## config.mk

```make
export PLATFORM = sky130hd
export DESIGN_NAME = msg_padder
export DESIGN_NICKNAME = d
export VERILOG_FILES = /design/src/rtl/sha256_pkg.sv /design/src/rtl/msg_padder.sv
export SDC_FILE = /design/constraint.sdc
export NUM_CORES = 1
export LEC_CHECK = 0
export BUFFER_PORTS_ARGS = -buffer_cell sky130_fd_sc_hd__buf_2
export CAP_MARGIN = 15
export CORE_MARGIN = 1.5
export CORE_UTILIZATION = 54
export DETAILED_ROUTE_END_ITERATION = 7
export PLACE_DENSITY = 0.77
export REMOVE_ABC_BUFFERS = 1
export SLEW_MARGIN = 0
export SYNTH_ARGS = -nofsm -noshare
export SYNTH_HDL_FRONTEND = slang
export SYNTH_SLANG_ARGS = --single-unit
```

## constraint.sdc

```tcl
create_clock -name clk -period 2.9 [get_ports clk]
set_input_delay 0.29 -clock clk [delete_from_list [all_inputs] [get_ports clk]]
set_output_delay 0.29 -clock clk [all_outputs]
set_load 0.02 [all_outputs]
```

## src/rtl/sha256_pkg.sv

```systemverilog
// Shared types and constants for the SHA-256 message padder.
package sha256_pkg;

    // Padder control states.
    typedef enum logic [2:0] {
        ABSORB = 3'd0,
        PAD80  = 3'd1,
        LEN    = 3'd2,
        EMIT   = 3'd3,
        DONE   = 3'd4
    } pad_state_e;

    localparam int          BLOCK_BITS     = 512;
    localparam int          BLOCK_BYTES    = 64;
    localparam int          LEN_FIELD_BYTE = 56;
    localparam logic [7:0]  PAD_BYTE       = 8'h80;

    // Returns blk with byte position idx (byte 0 = most significant) replaced by val.
    function automatic logic [BLOCK_BITS-1:0] put_byte(
        input logic [BLOCK_BITS-1:0] blk,
        input logic [5:0]            idx,
        input logic [7:0]            val
    );
        logic [BLOCK_BITS-1:0] res;
        res = blk;
        for (int b = 0; b < BLOCK_BYTES; b++) begin
            res[BLOCK_BITS-1-8*b -: 8] = (idx == 6'(b)) ? val : res[BLOCK_BITS-1-8*b -: 8];
        end
        return res;
    endfunction

endpackage

```

## src/rtl/msg_padder.sv

```systemverilog
// SHA-256 message padder: packs a byte stream into 512-bit blocks and, on
// end-of-message, appends the 0x80 marker, zero fill and the 64-bit length.
module msg_padder
    import sha256_pkg::*;
#(
    parameter int LEN_W = 64
) (
    input  logic                  clk,
    input  logic                  rst,
    input  logic [7:0]            data_i,
    input  logic                  byte_valid_i,
    output logic                  byte_ready_o,
    input  logic                  stop_i,
    output logic [BLOCK_BITS-1:0] block_o,
    output logic                  block_valid_o,
    input  logic                  block_ready_i,
    output logic                  last_o,
    output logic                  padded_o
);

    pad_state_e            r_state;
    logic [BLOCK_BITS-1:0] r_buf;
    logic [5:0]            r_idx;
    logic [LEN_W-1:0]      r_bitlen;
    logic                  r_final;
    logic                  r_padding;
    logic                  r_valid;
    logic                  r_last;
    logic                  r_padded;

    // Bytes are only taken while absorbing and before end-of-message is seen.
    assign byte_ready_o  = (r_state == ABSORB) && !stop_i;
    assign block_o       = r_buf;
    assign block_valid_o = r_valid;
    assign last_o        = r_last;
    assign padded_o      = r_padded;

    // Padder FSM: owns the block buffer, byte index, bit length and all registered outputs.
    always_ff @(posedge clk) begin
        if (rst) begin
            r_state   <= ABSORB;
            r_buf     <= '0;
            r_idx     <= 6'd0;
            r_bitlen  <= '0;
            r_final   <= 1'b0;
            r_padding <= 1'b0;
            r_valid   <= 1'b0;
            r_last    <= 1'b0;
            r_padded  <= 1'b0;
        end else begin
            case (r_state)
                ABSORB: begin
                    if (byte_valid_i && !stop_i) begin
                        r_buf    <= put_byte(r_buf, r_idx, data_i);
                        r_idx    <= r_idx + 6'd1;
                        r_bitlen <= r_bitlen + LEN_W'(8);
                        if (r_idx == 6'd63) begin
                            r_state <= EMIT;
                            r_final <= 1'b0;
                            r_valid <= 1'b1;
                            r_last  <= 1'b0;
                        end else begin
                            r_state <= ABSORB;
                        end
                    end else if (stop_i) begin
                        r_state   <= PAD80;
                        r_padding <= 1'b1;
                    end else begin
                        r_state <= ABSORB;
                    end
                end

                PAD80: begin
                    r_buf <= put_byte(r_buf, r_idx, PAD_BYTE);
                    r_idx <= r_idx + 6'd1;
                    // Marker leaves room for the length field only up to byte 55.
                    if (r_idx <= 6'(LEN_FIELD_BYTE - 1)) begin
                        r_state <= LEN;
                    end else begin
                        r_state <= EMIT;
                        r_final <= 1'b0;
                        r_valid <= 1'b1;
                        r_last  <= 1'b0;
                    end
                end

                LEN: begin
                    r_buf[63:0] <= 64'(r_bitlen);
                    r_final     <= 1'b1;
                    r_state     <= EMIT;
                    r_valid     <= 1'b1;
                    r_last      <= 1'b1;
                end

                EMIT: begin
                    if (block_ready_i) begin
                        r_buf   <= '0;
                        r_idx   <= 6'd0;
                        r_valid <= 1'b0;
                        r_last  <= 1'b0;
                        if (r_final) begin
                            r_state   <= DONE;
                            r_padded  <= 1'b1;
                            r_bitlen  <= '0;
                            r_final   <= 1'b0;
                            r_padding <= 1'b0;
                        end else if (r_padding) begin
                            r_state <= LEN;
                        end else begin
                            r_state <= ABSORB;
                        end
                    end else begin
                        r_state <= EMIT;
                    end
                end

                DONE: begin
                    r_bitlen <= '0;
                    if (!stop_i) begin
                        r_state  <= ABSORB;
                        r_padded <= 1'b0;
                    end else begin
                        r_state <= DONE;
                    end
                end

                default: begin
                    r_state <= ABSORB;
                end
            endcase
        end
    end

endmodule

```

## Word-level counts from Yosys, hierarchy flattened

Index checks and enable logic that the tools add are counted.
W data, S select, Z words.

- Flip-flop bits (word level): 589
- Output and inout port bits: 516
- Input port bits: 13
- Word-level logic and storage cells: 521

- Equal/unequal tests: 202
- $lt $le $gt $ge: 1
- Multiplexer cells: 166
- $add $sub $neg: 2
- Reductions and logical operators: 79

Operators by type and width:

| operator | count |
|---|---|
| $pmux W448 S3 | 1 |
| $mux W512 | 2 |
| $mux W8 | 128 |
| $reduce_and A5 Y1 | 66 |
| $pmux W64 S4 | 1 |
| $eq A6 B6 Y1 const B | 32 |
| $mux W64 | 3 |
| $pmux W64 S3 | 1 |
| $ne A2 B2 Y1 const B | 70 |
| $ne A2 B1 Y1 const B | 65 |
| $eq A6 B5 Y1 const B | 16 |
| $add A64 B4 Y64 const B | 1 |
| $eq A6 B4 Y1 const B | 8 |
| $eq A6 B3 Y1 const B | 4 |
| $pmux W6 S3 | 1 |
| $mux W1 | 16 |
| $pmux W3 S5 | 1 |
| $eq A6 B2 Y1 const B | 2 |
| $mux W3 | 4 |
| $mux W6 | 2 |
| $pmux W1 S4 | 2 |
| $reduce_and A4 Y1 | 2 |
| $add A6 B1 Y6 const B | 1 |
| $eq A3 B2 Y1 const B | 2 |
| 14 further kinds | 19 |

## Logic depth before layout (Yosys ltp)

Gate-level depths: netlist of run 1.

- Word-level depth: 4
- Depth in mapped cells: 9
- Mapped depth without buffers: 7

## Worst setup path after synthesis of run 1

Ideal clock, no wire load.

- Kind: reg-to-reg
- From: register r_bitlen[9]
- To: register r_bitlen[43]
- Slack: 722 ps
- Cell stages (with the launch flop): 7
- Data arrival time: 2107 ps
- Data required time: 2830 ps
- Setup time: 70 ps
- Path through: dfxtp_1 -> nand4_2 -> or4_4 -> buf_6 -> a2111oi_4 -> or4b_1 -> a21oi_1

- Word-level cells in the longest chain between the ends: 3

RTL lines:

| element | RTL line | RTL |
|---|---|---|
| from (decl) | msg_padder.sv:24 | `logic [LEN_W-1:0] r_bitlen;` |
| from (signal assigned) | msg_padder.sv:56 | `r_bitlen <= r_bitlen + LEN_W'(8);` |
| $add A64 B4 Y64 | msg_padder.sv:56 |  |
| $mux W64 | msg_padder.sv:53 | `if (byte_valid_i && !stop_i) begin` |
| $pmux W64 S3 | msg_padder.sv:51 | `case (r_state)` |

No other way between the ends. The select of a mux whose other input is x is not followed.
A chain may end at the register's enable or synchronous reset.

## Worst setup path after layout of run 1

- From: register r_state[0]
- To: register r_buf[211], in the netlist block_o[211]

- Word-level cells in the longest chain between the ends: 3
- Elaborated cells on any way between the ends: 10
- Those cells by class: eq/ne (6); mux (1); reduce/logical (3)

RTL lines:

| element | RTL line | RTL |
|---|---|---|
| from (decl) | msg_padder.sv:21 | `pad_state_e r_state;` |
| from (signal assigned) | msg_padder.sv:41 | `r_state <= ABSORB;` |
| from (signal assigned) | msg_padder.sv:58 | `r_state <= EMIT;` |
| from (signal assigned) | msg_padder.sv:63 | `r_state <= ABSORB;` |
| $eq A3 B1 Y1 (tied with other cells) | msg_padder.sv:51 |  |
| $ne A2 B2 Y1 (no source line) (tied with other cells) | -- |  |
| $reduce_and A5 Y1 (no source line) | -- |  |
| to (signal assigned) | msg_padder.sv:54 | `r_buf <= put_byte(r_buf, r_idx, data_i);` |
| to (signal assigned) | msg_padder.sv:74 | `r_buf <= put_byte(r_buf, r_idx, PAD_BYTE);` |
| to (decl) | msg_padder.sv:22 | `logic [BLOCK_BITS-1:0] r_buf;` |

Parallel ways exist; a longest one is shown, timed or not.

==> impl_metrics.tcl, run 1 <==
set metrics [dict create \
    grt_max_degree 147 \
    gp_congestion 0.906 \
    firstDrtPassIters 6 \
    globalRouteTotalUtil_pct 32.1 \
    max_slew_margin_pct 46.4 \
    drv_cap 0 \
    cts_root_buffer "clkbuf_16" \
    synth_edf_count 0 \
    syn_inst 2384 \
    grt-ovfl-total 0 \
    period_needed_ps 2680 \
    holdCritPathClass "primary input to register" \
    ys_types 64 \
    power_density_nw_per_um2 718 \
    finalMaxSlewViolations 0 \
    clk_pin_slew_ps 70 \
    crit_required_ps 3380 \
    grt_pass1_wl_mm 110 \
    endpoint_kind "register" \
    cpPeakStageDelay_ps 690 \
    synth_top_area_cell "dfxtp_1" \
    finalNonFillerCells 3424 \
    io_pins 529 \
    synth_most_common_cell "dfxtp_1" \
    multi_input_area_um2 10300 \
    vias 19500 \
    status "finished clean" \
    synth_flop_cell "dfxtp_1" \
    start_util_pct 54.5 \
    cp-start-kind "register" \
    cp_max_fo 22 \
    yosys_warnings 0 \
    grt_pass1_vias 18900 \
    clock_latency_ps 630 \
    ant_nets 0 \
    netlist_top_cells_area "dfxtp_1 (52%), mux2i_1 (19%), nor2_1 (9.3%)" \
    cts_tree "done" \
    avgViaCountPerCell 5.69 \
    wirelength_mm 73.1 \
    htreeDepth 2 \
    die_area_um2 43400 \
    drc 0 \
    cts.path.max_buffers 3 \
    areaGrowthSynthToFinish_pct 22.4 \
    die_x_um 208 \
    fill_cells 3294 \
    tns_ps 0 \
    arrival_ps 3160 \
    drtIter0Drc 1515 \
    cts_sinks 586 \
    path_class "register to register" \
    cts_buffers 58 \
    fmax_ghz 0.373 \
    critical_path.cell_chain "nand2b_1, o2111a_2, nand2_1, mux2i_1, nor2_1" \
    post-cts-setup-buffers 0 \
    finClkSkew_ps 27.3 \
    ys_top_cells_by_count "dfxtp_1 (586), nor2_1 (561), mux2i_1 (435), clkbuf_1 (157), a21oi_1 (100)" \
    final-seq-area_um2 11700 \
    synth_area_um2 22800 \
    async_reset_ff_share_pct 0 \
    place_hpwl_mm 48.9 \
    antenna_found_initial 2 \
    chipHeight_um 208 \
    dp.cells 3315 \
    wl_per_cell_um 21.3 \
    tightest_slew_ps 797 \
    ir_drop_mv 0.563 \
    timing.final.crit_share_pct 92.3 \
    layout.nets 2856 \
    rsz0062_at_grt "no" \
    hold_viol 0 \
    fin_area_um2 27900 \
    synthDominantCellAreaShare_pct 51.5 \
    num_rows 75 \
    p_leak_nw 13.7 \
    syn_avg_cell_area_um2 9.55 \
    port_buffers 528 \
    place_area_um2 25900 \
    core_um2 41800 \
    slowest_stage "o2111a_2" \
    setup_viol 0 \
    ys_ff_latch 586 \
    yosysSeqAreaShare_pct 51.5 \
    drive_above_1_share_pct 24.6 \
]
-- cells by family after synthesis --
group	count (synthesis)	synth area share [%]
AOI/OAI and AO/OA	325	9.39
xor gates and xnor gates	33	1.27
adders and majority gates	5	0.275
buffers and inverters	197	3.36
DFF	586	51.5
muxes	435	19.1
and+or+nand+nor	803	15.0
-- worst max-delay path, delay by kind of cell, from the launching register on --
kind             cells  cell delay, ps
AO/OA/AOI/OAI        1             690
multiplexers         1             340
flip-flops           1             510
AND/OR/NAND/NOR      3             990
-- timing repair --
action / 4_1_cts / 5_1_grt
setup endpoints to repair: 0 / 305
gates resized for setup: 0 / 2
hold endpoints to repair: 1 / 0
hold buffers: 1 / 0
-- layer usage --
metal	GRT usage, %	share of wire, %
met3	7.76	8.4
met2	52.8	47
met5	0	0.014
met4	17.2	4.9
met1	38.9	39
-- layout by cell type (no fill, tap or decap), types with 9 or more instances in the layout --
cell and instances:
clkbuf_1 16, xnor2_1 30, o21a_1 9, nand3_1 35, clkbuf_16 59, a21oi_1 100, nor2_1 559, nand3b_1 10
and2_1 13, mux2i_1 435, a21oi_2 16, clkbuf_8 15, buf_4 34, nand4_1 14, a211oi_1 87, dfxtp_1 586
inv_1 17, nand2_1 85, buf_2 527, o21ai_0 69, buf_12 10, or3_1 22
-- cell type report --
cell class | count | share of cell area, %
Antenna cell | 1 | 0.00898
Clock buffer | 90 | 6.26
Clock inverter | 16 | 0.696
Inverter | 17 | 0.229
Multi-Input combinational cell | 1602 | 37.1
Sequential cell | 586 | 42.1
Tap cell | 539 | 2.42
Timing Repair Buffer | 573 | 11.2
-- registers in the layout, summed over array words and instances, names as in the netlist --
signal	count
block_o	512
r_state	3
block_valid_o	1
r_bitlen	61
padded_o	1
r_padding	1
r_idx	6
last_o	1
-- path summary, 6_finish.rpt --
check | start | end | slack (ps) | depth (start not counted)
max reg2reg | r_state[0] | block_o[211] | 220 | 5
min reg2reg | block_valid_o | block_valid_o | 460 | 2
max | r_state[0] | block_o[211] | 220 | 5
min | rst | block_o[401] | 70 | 2
-- power by group --
part           total [mW]  internal [mW]  switching [mW]
clock network        7.60           4.40            3.20
logic                3.60           1.17            2.43
registers            8.80           8.53           0.272
-- stage by stage --
step | worst slack [ps] | util (%) | hold slack [ps] | power, mW
2_1_floorplan | -588 | - | 359 | 11.1
3_3_place_gp | 74.5 | 62.0 | 460 | 12.4
3_5_place_dp | 27.5 | 62.0 | 452 | 12.5
4_1_cts | 6.93 | 66.7 | 38.2 | 20.0
5_1_grt | 85.2 | 66.7 | 71.8 | 20.6
6_report | 222 | 66.7 | 67.8 | 20.0
(Power assumes the default switching activity.)
==> run 2, diff against run 1 <==
--- a/config.mk
+++ b/config.mk
@@ -7,8 +7,10 @@
 export LEC_CHECK = 0
 export BUFFER_PORTS_ARGS = -buffer_cell sky130_fd_sc_hd__buf_2
 export CAP_MARGIN = 15
+export CELL_PAD_IN_SITES_DETAIL_PLACEMENT = 1
+export CELL_PAD_IN_SITES_GLOBAL_PLACEMENT = 1
 export CORE_MARGIN = 1.5
-export CORE_UTILIZATION = 54
+export CORE_UTILIZATION = 41
 export DETAILED_ROUTE_END_ITERATION = 7
 export PLACE_DENSITY = 0.77
 export REMOVE_ABC_BUFFERS = 1
==> impl_metrics.tcl, run 2 (synthesis results as in run 1) <==
set metrics [dict create \
    status "finished clean" \
    drc 0 \
    fin_area_um2 28500 \
    place_area_um2 26300 \
    cp_max_fo 22 \
    internal-power_mw 14.8 \
    drive_above_1_share_pct 25.1 \
    start_util_pct 41.4 \
    clk_pin_slew_ps 60 \
    ant_nets 0 \
    post-cts-setup-buffers 0 \
    grt.busiest_layer "met2" \
    power_mw 21.0 \
    chipHeight_um 239 \
    finClkSkew_ps 21.5 \
    clock_latency_ps 620 \
    grtUsageMet2_pct 50.2 \
    r2r_slack_ps 240 \
    holdCritPathClass "primary input to register" \
    fmax_ghz 0.376 \
    mostFrequentLayoutCells "dfxtp_1 (586), nor2_1 (559), buf_2 (527), mux2i_1 (435), a21oi_1 (100)" \
    gp_congestion 0.871 \
    firstDrtPassIters 5 \
    antenna_found_initial 0 \
    cts_root_buffer "clkbuf_16" \
    areaGrowthSynthToFinish_pct 25.4 \
    cts_tree "done" \
    core_um2 55000 \
    drtIter0Drc 1062 \
    grt-ovfl-total 0 \
    globalRouteTotalUtil_pct 29.0 \
    grt_pass1_wl_mm 127 \
    p_seq_share_pct 41.9 \
    wirelength_mm 85.2 \
    rsz0062_at_grt "no" \
    final-seq-area_um2 11700 \
    grt_max_degree 113 \
    final_common_cell "dfxtp_1" \
    arrival_ps 3120 \
    sw_frac_of_total_pct 29.8 \
    largest_register_ffs 512 \
    crit_required_ps 3360 \
    met1_usage_pct 33.8 \
    grt_pass1_vias 20600 \
    htreeDepth 3 \
    ir_drop_mv 0.539 \
    cts.path.max_buffers 3 \
    cp-start-kind "register" \
    hold_viol 0 \
    power_density_nw_per_um2 737 \
    max_slew_margin_pct 47.3 \
    die_area_um2 56900 \
    multi_input_area_um2 10300 \
    pwr-share-comb_pct 17.8 \
    endpoint_kind "register" \
    place_hpwl_mm 57.9 \
    fill_cells 6313 \
    num_rows 86 \
    tightest_slew_ps 791 \
    setup_viol 0 \
    io_pins 529 \
    p_sw_mw 6.27 \
    cts_buffers 66 \
    drv_cap 0 \
    layout.nets 2873 \
    grtUsageMet3_pct 7.33 \
    cts_sinks 586 \
    avgViaCountPerCell 5.37 \
    vias 19700 \
    timing.final.crit_share_pct 91.8 \
    port_buffers 528 \
    path_class "register to register" \
    period_needed_ps 2660 \
    die_x_um 239 \
    finalMaxSlewViolations 0 \
    wl_per_cell_um 23.3 \
    clkPwrFrac_pct 40.3 \
    p_leak_nw 13.9 \
]
-- run 2: cell count changes in the layout (fill, tap and decap cells not counted) --
cell,delta
bufinv_16,+2
clkinv_8,+1
nor3b_2,+1
nor3b_1,-1
clkbuf_1,+2
clkbuf_16,+9
clkinv_2,+5
nor2b_1,+1
buf_12,+8
nor2b_2,-1
buf_4,+1
clkbuf_8,-6
inv_6,+1
-- run 2: power groups by stage --
stage	clock [mW]	combinational [mW]	sequential [mW]
finish	8.48	3.73	8.81
floorplan	0	1.61	9.50
global placement	0	3.61	8.94
global route	8.96	3.98	8.85
CTS	8.61	3.73	8.81
detailed placement	0	3.70	8.97
-- run 2: worst paths after layout --
| check | start | end | cells past startpoint |
|---|---|---|---|
| min reg2reg | block_o[27] | block_o[27] | 2 |
| min | byte_valid_i | r_state[0] | 4 |
| max reg2reg | r_state[0] | block_o[446] | 5 |
| max | r_state[0] | block_o[446] | 5 |
-- run 2: timing repair --
| item | in CTS | in global routing |
|---|---|---|
| hold endpoints to repair | 2 | 0 |
| gates cloned | 0 | 1 |
| hold buffers | 1 | 0 |
| gates resized for setup | 0 | 2 |
| endpoints found under the setup margin | 4 | 298 |
-- run 2: layer usage --
metal	vias up	wire length (µm)
met1	9750	33700
li1	9120	-
met2	615	42200
met3	165	5700
met4	0	3550
met5	-	0
-- run 2: cell type report --
type | count | area share [%]
Tap cell | 748 | 3.28
Clock inverter | 25 | 1.07
Antenna cell | 1 | 0.00877
Timing Repair Buffer | 582 | 11.5
Clock buffer | 95 | 6.63
Sequential cell | 586 | 41.1
Multi-Input combinational cell | 1602 | 36.2
Inverter | 17 | 0.224
-- run 2: metrics by stage --
stage / setup TNS, ps / hold WS (ps) / worst slack [ps] / std cells / util, %
floorplan: -265830 / 359 / -588 / 2204 / -
global placement: 0 / 470 / 115 / 3533 / 47.9
detailed placement: -111 / 480 / -29.4 / 3533 / 47.9
CTS: -75.4 / 91.5 / -38.2 / 3654 / 51.9
global route: 0 / 164 / 42.1 / 3655 / 51.9
finish: 0 / 115 / 238 / 3656 / 51.9
-- run 2: critical path: stages (launching register included) --
cell	delay, ps
dfxtp_1	510
nand2b_1	390
o2111a_2	690
nand2_1	500
mux2i_1	340
nor2_1	80
==> run 3, diff against run 2 <==
--- a/config.mk
+++ b/config.mk
@@ -5,7 +5,7 @@
 export SDC_FILE = /design/constraint.sdc
 export NUM_CORES = 1
 export LEC_CHECK = 0
-export BUFFER_PORTS_ARGS = -buffer_cell sky130_fd_sc_hd__buf_2
+export BUFFER_PORTS_ARGS = -buffer_cell sky130_fd_sc_hd__buf_4
 export CAP_MARGIN = 15
 export CELL_PAD_IN_SITES_DETAIL_PLACEMENT = 1
 export CELL_PAD_IN_SITES_GLOBAL_PLACEMENT = 1
==> impl_metrics.tcl, run 3 (synthesis results as in run 1) <==
set metrics [dict create \
    status "finished clean" \
    avgViaCountPerCell 5.38 \
    multi_input_area_um2 10300 \
    rsz0062_at_grt "yes" \
    crit_required_ps 3410 \
    clk_pin_slew_ps 60 \
    power_density_nw_per_um2 699 \
    finClkSkew_ps 24.0 \
    drive_above_1_share_pct 25.0 \
    drc 0 \
    io_pins 529 \
    wirelength_mm 86.4 \
    p_leak_nw 13.8 \
    cts_sinks 586 \
    period_needed_ps 2790 \
    drtIter0Drc 1028 \
    grt_pass1_wl_mm 127 \
    setup_viol 0 \
    tightest_slew_ps 1030 \
    fmax_ghz 0.359 \
    setup_ws_ps 114 \
    die_area_um2 56900 \
    antenna_found_initial 1 \
    grt-ovfl-total 0 \
    grt_max_degree 119 \
    globalRouteTotalUtil_pct 29.1 \
    firstDrtPassIters 5 \
    cts_buffers 61 \
    arrival_ps 3300 \
    holdCritPathClass "primary input to register" \
    drv_cap 0 \
    gp_congestion 0.882 \
    die_x_um 239 \
    ant_nets 0 \
    timing.final.crit_share_pct 96.1 \
    fill_cells 6155 \
    largest_register_ffs 512 \
    chipHeight_um 239 \
    grt_pass1_vias 20500 \
    core_um2 55000 \
    finalMaxSlewViolations 0 \
    sw_frac_of_total_pct 30.1 \
    hold_viol 0 \
    final_common_cell "dfxtp_1" \
    clkPwrFrac_pct 37.8 \
    htreeDepth 2 \
    num_rows 86 \
    cp_max_fo 14 \
    ir_drop_mv 0.524 \
    power_mw 20.6 \
    p_seq_share_pct 42.8 \
    pwr-share-comb_pct 19.4 \
    path_class "register to register" \
    place_hpwl_mm 59.1 \
    internal-power_mw 14.4 \
    final-seq-area_um2 11700 \
    cts_root_buffer "clkbuf_16" \
    cts.path.max_buffers 3 \
    mostFrequentLayoutCells "dfxtp_1 (586), buf_4 (570), nor2_1 (559), mux2i_1 (435), a21oi_1 (100)" \
    dp_slack_ps -69.8 \
    areaGrowthSynthToFinish_pct 29.8 \
    p_sw_mw 6.22 \
    cp-start-kind "register" \
    start_util_pct 41.4 \
    layout.nets 2869 \
    endpoint_kind "register" \
    vias 19600 \
    port_buffers 528 \
    tns_ps 0 \
    max_slew_margin_pct 31.5 \
    cts_tree "done" \
    postLayoutCoreUtil_pct 53.7 \
    clock_latency_ps 640 \
    wl_per_cell_um 23.7 \
]
-- run 3: power by group through the flow --
stage | Combinational [mW] | Clock [mW] | Sequential, mW
2_1_floorplan | 1.61 | 0 | 9.50
3_3_place_gp | 3.89 | 0 | 8.97
3_5_place_dp | 3.98 | 0 | 9.00
4_1_cts | 4.01 | 7.89 | 8.83
5_1_grt | 4.25 | 8.23 | 8.88
6_report | 4.00 | 7.80 | 8.84
-- run 3: timing repair --
item,in CTS,in global routing
pin swaps,0,1
setup buffers,0,0
setup endpoints to repair,73,304
hold buffers,1,0
cloned,0,1
endpoints found under the hold margin,2,0
resized for setup,0,2
-- run 3: final cells by class --
| cell class | count | area share (%) |
|---|---|---|
| Antenna cell | 1 | 0.00847 |
| Clock buffer | 87 | 5.94 |
| Clock inverter | 20 | 0.707 |
| Inverter | 17 | 0.216 |
| Multi-Input combinational cell | 1602 | 34.9 |
| Sequential cell | 586 | 39.7 |
| Tap cell | 748 | 3.17 |
| Timing Repair Buffer | 583 | 15.3 |
-- run 3: path summary, 6_finish.rpt --
path,from,cells after the start,end,slack [ps]
worst max-delay path,r_state[0],5,block_o[360],110
worst min-delay path,byte_valid_i,4,r_state[0],100
worst max register to register,r_state[0],5,block_o[360],110
worst min register to register,block_o[118],2,block_o[118],490
-- run 3: metrics by stage --
stage,std cells,hold slack [ps],instance area (µm²)
2_1_floorplan,2204,359,22100
3_3_place_gp,3534,475,27600
3_5_place_dp,3534,482,27600
4_1_cts,3642,71.9,29500
5_1_grt,3644,113,29500
6_report,3644,100,29500
-- run 3: critical path, stage by stage, from the launching register on --
cell and delay, ps:
dfxtp_1 520, nand2b_1 400, o2111ai_2 600, a21oi_2 750
mux2i_1 330, nor2_1 60
-- run 3: layer usage --
metal	GRT usage [%]	routed length (µm)	vias up
met4	12.7	3670	0
met2	50.4	42500	596
li1	-	-	9087
met1	34.1	34500	9769
met5	0	0	-
met3	7.25	5740	163
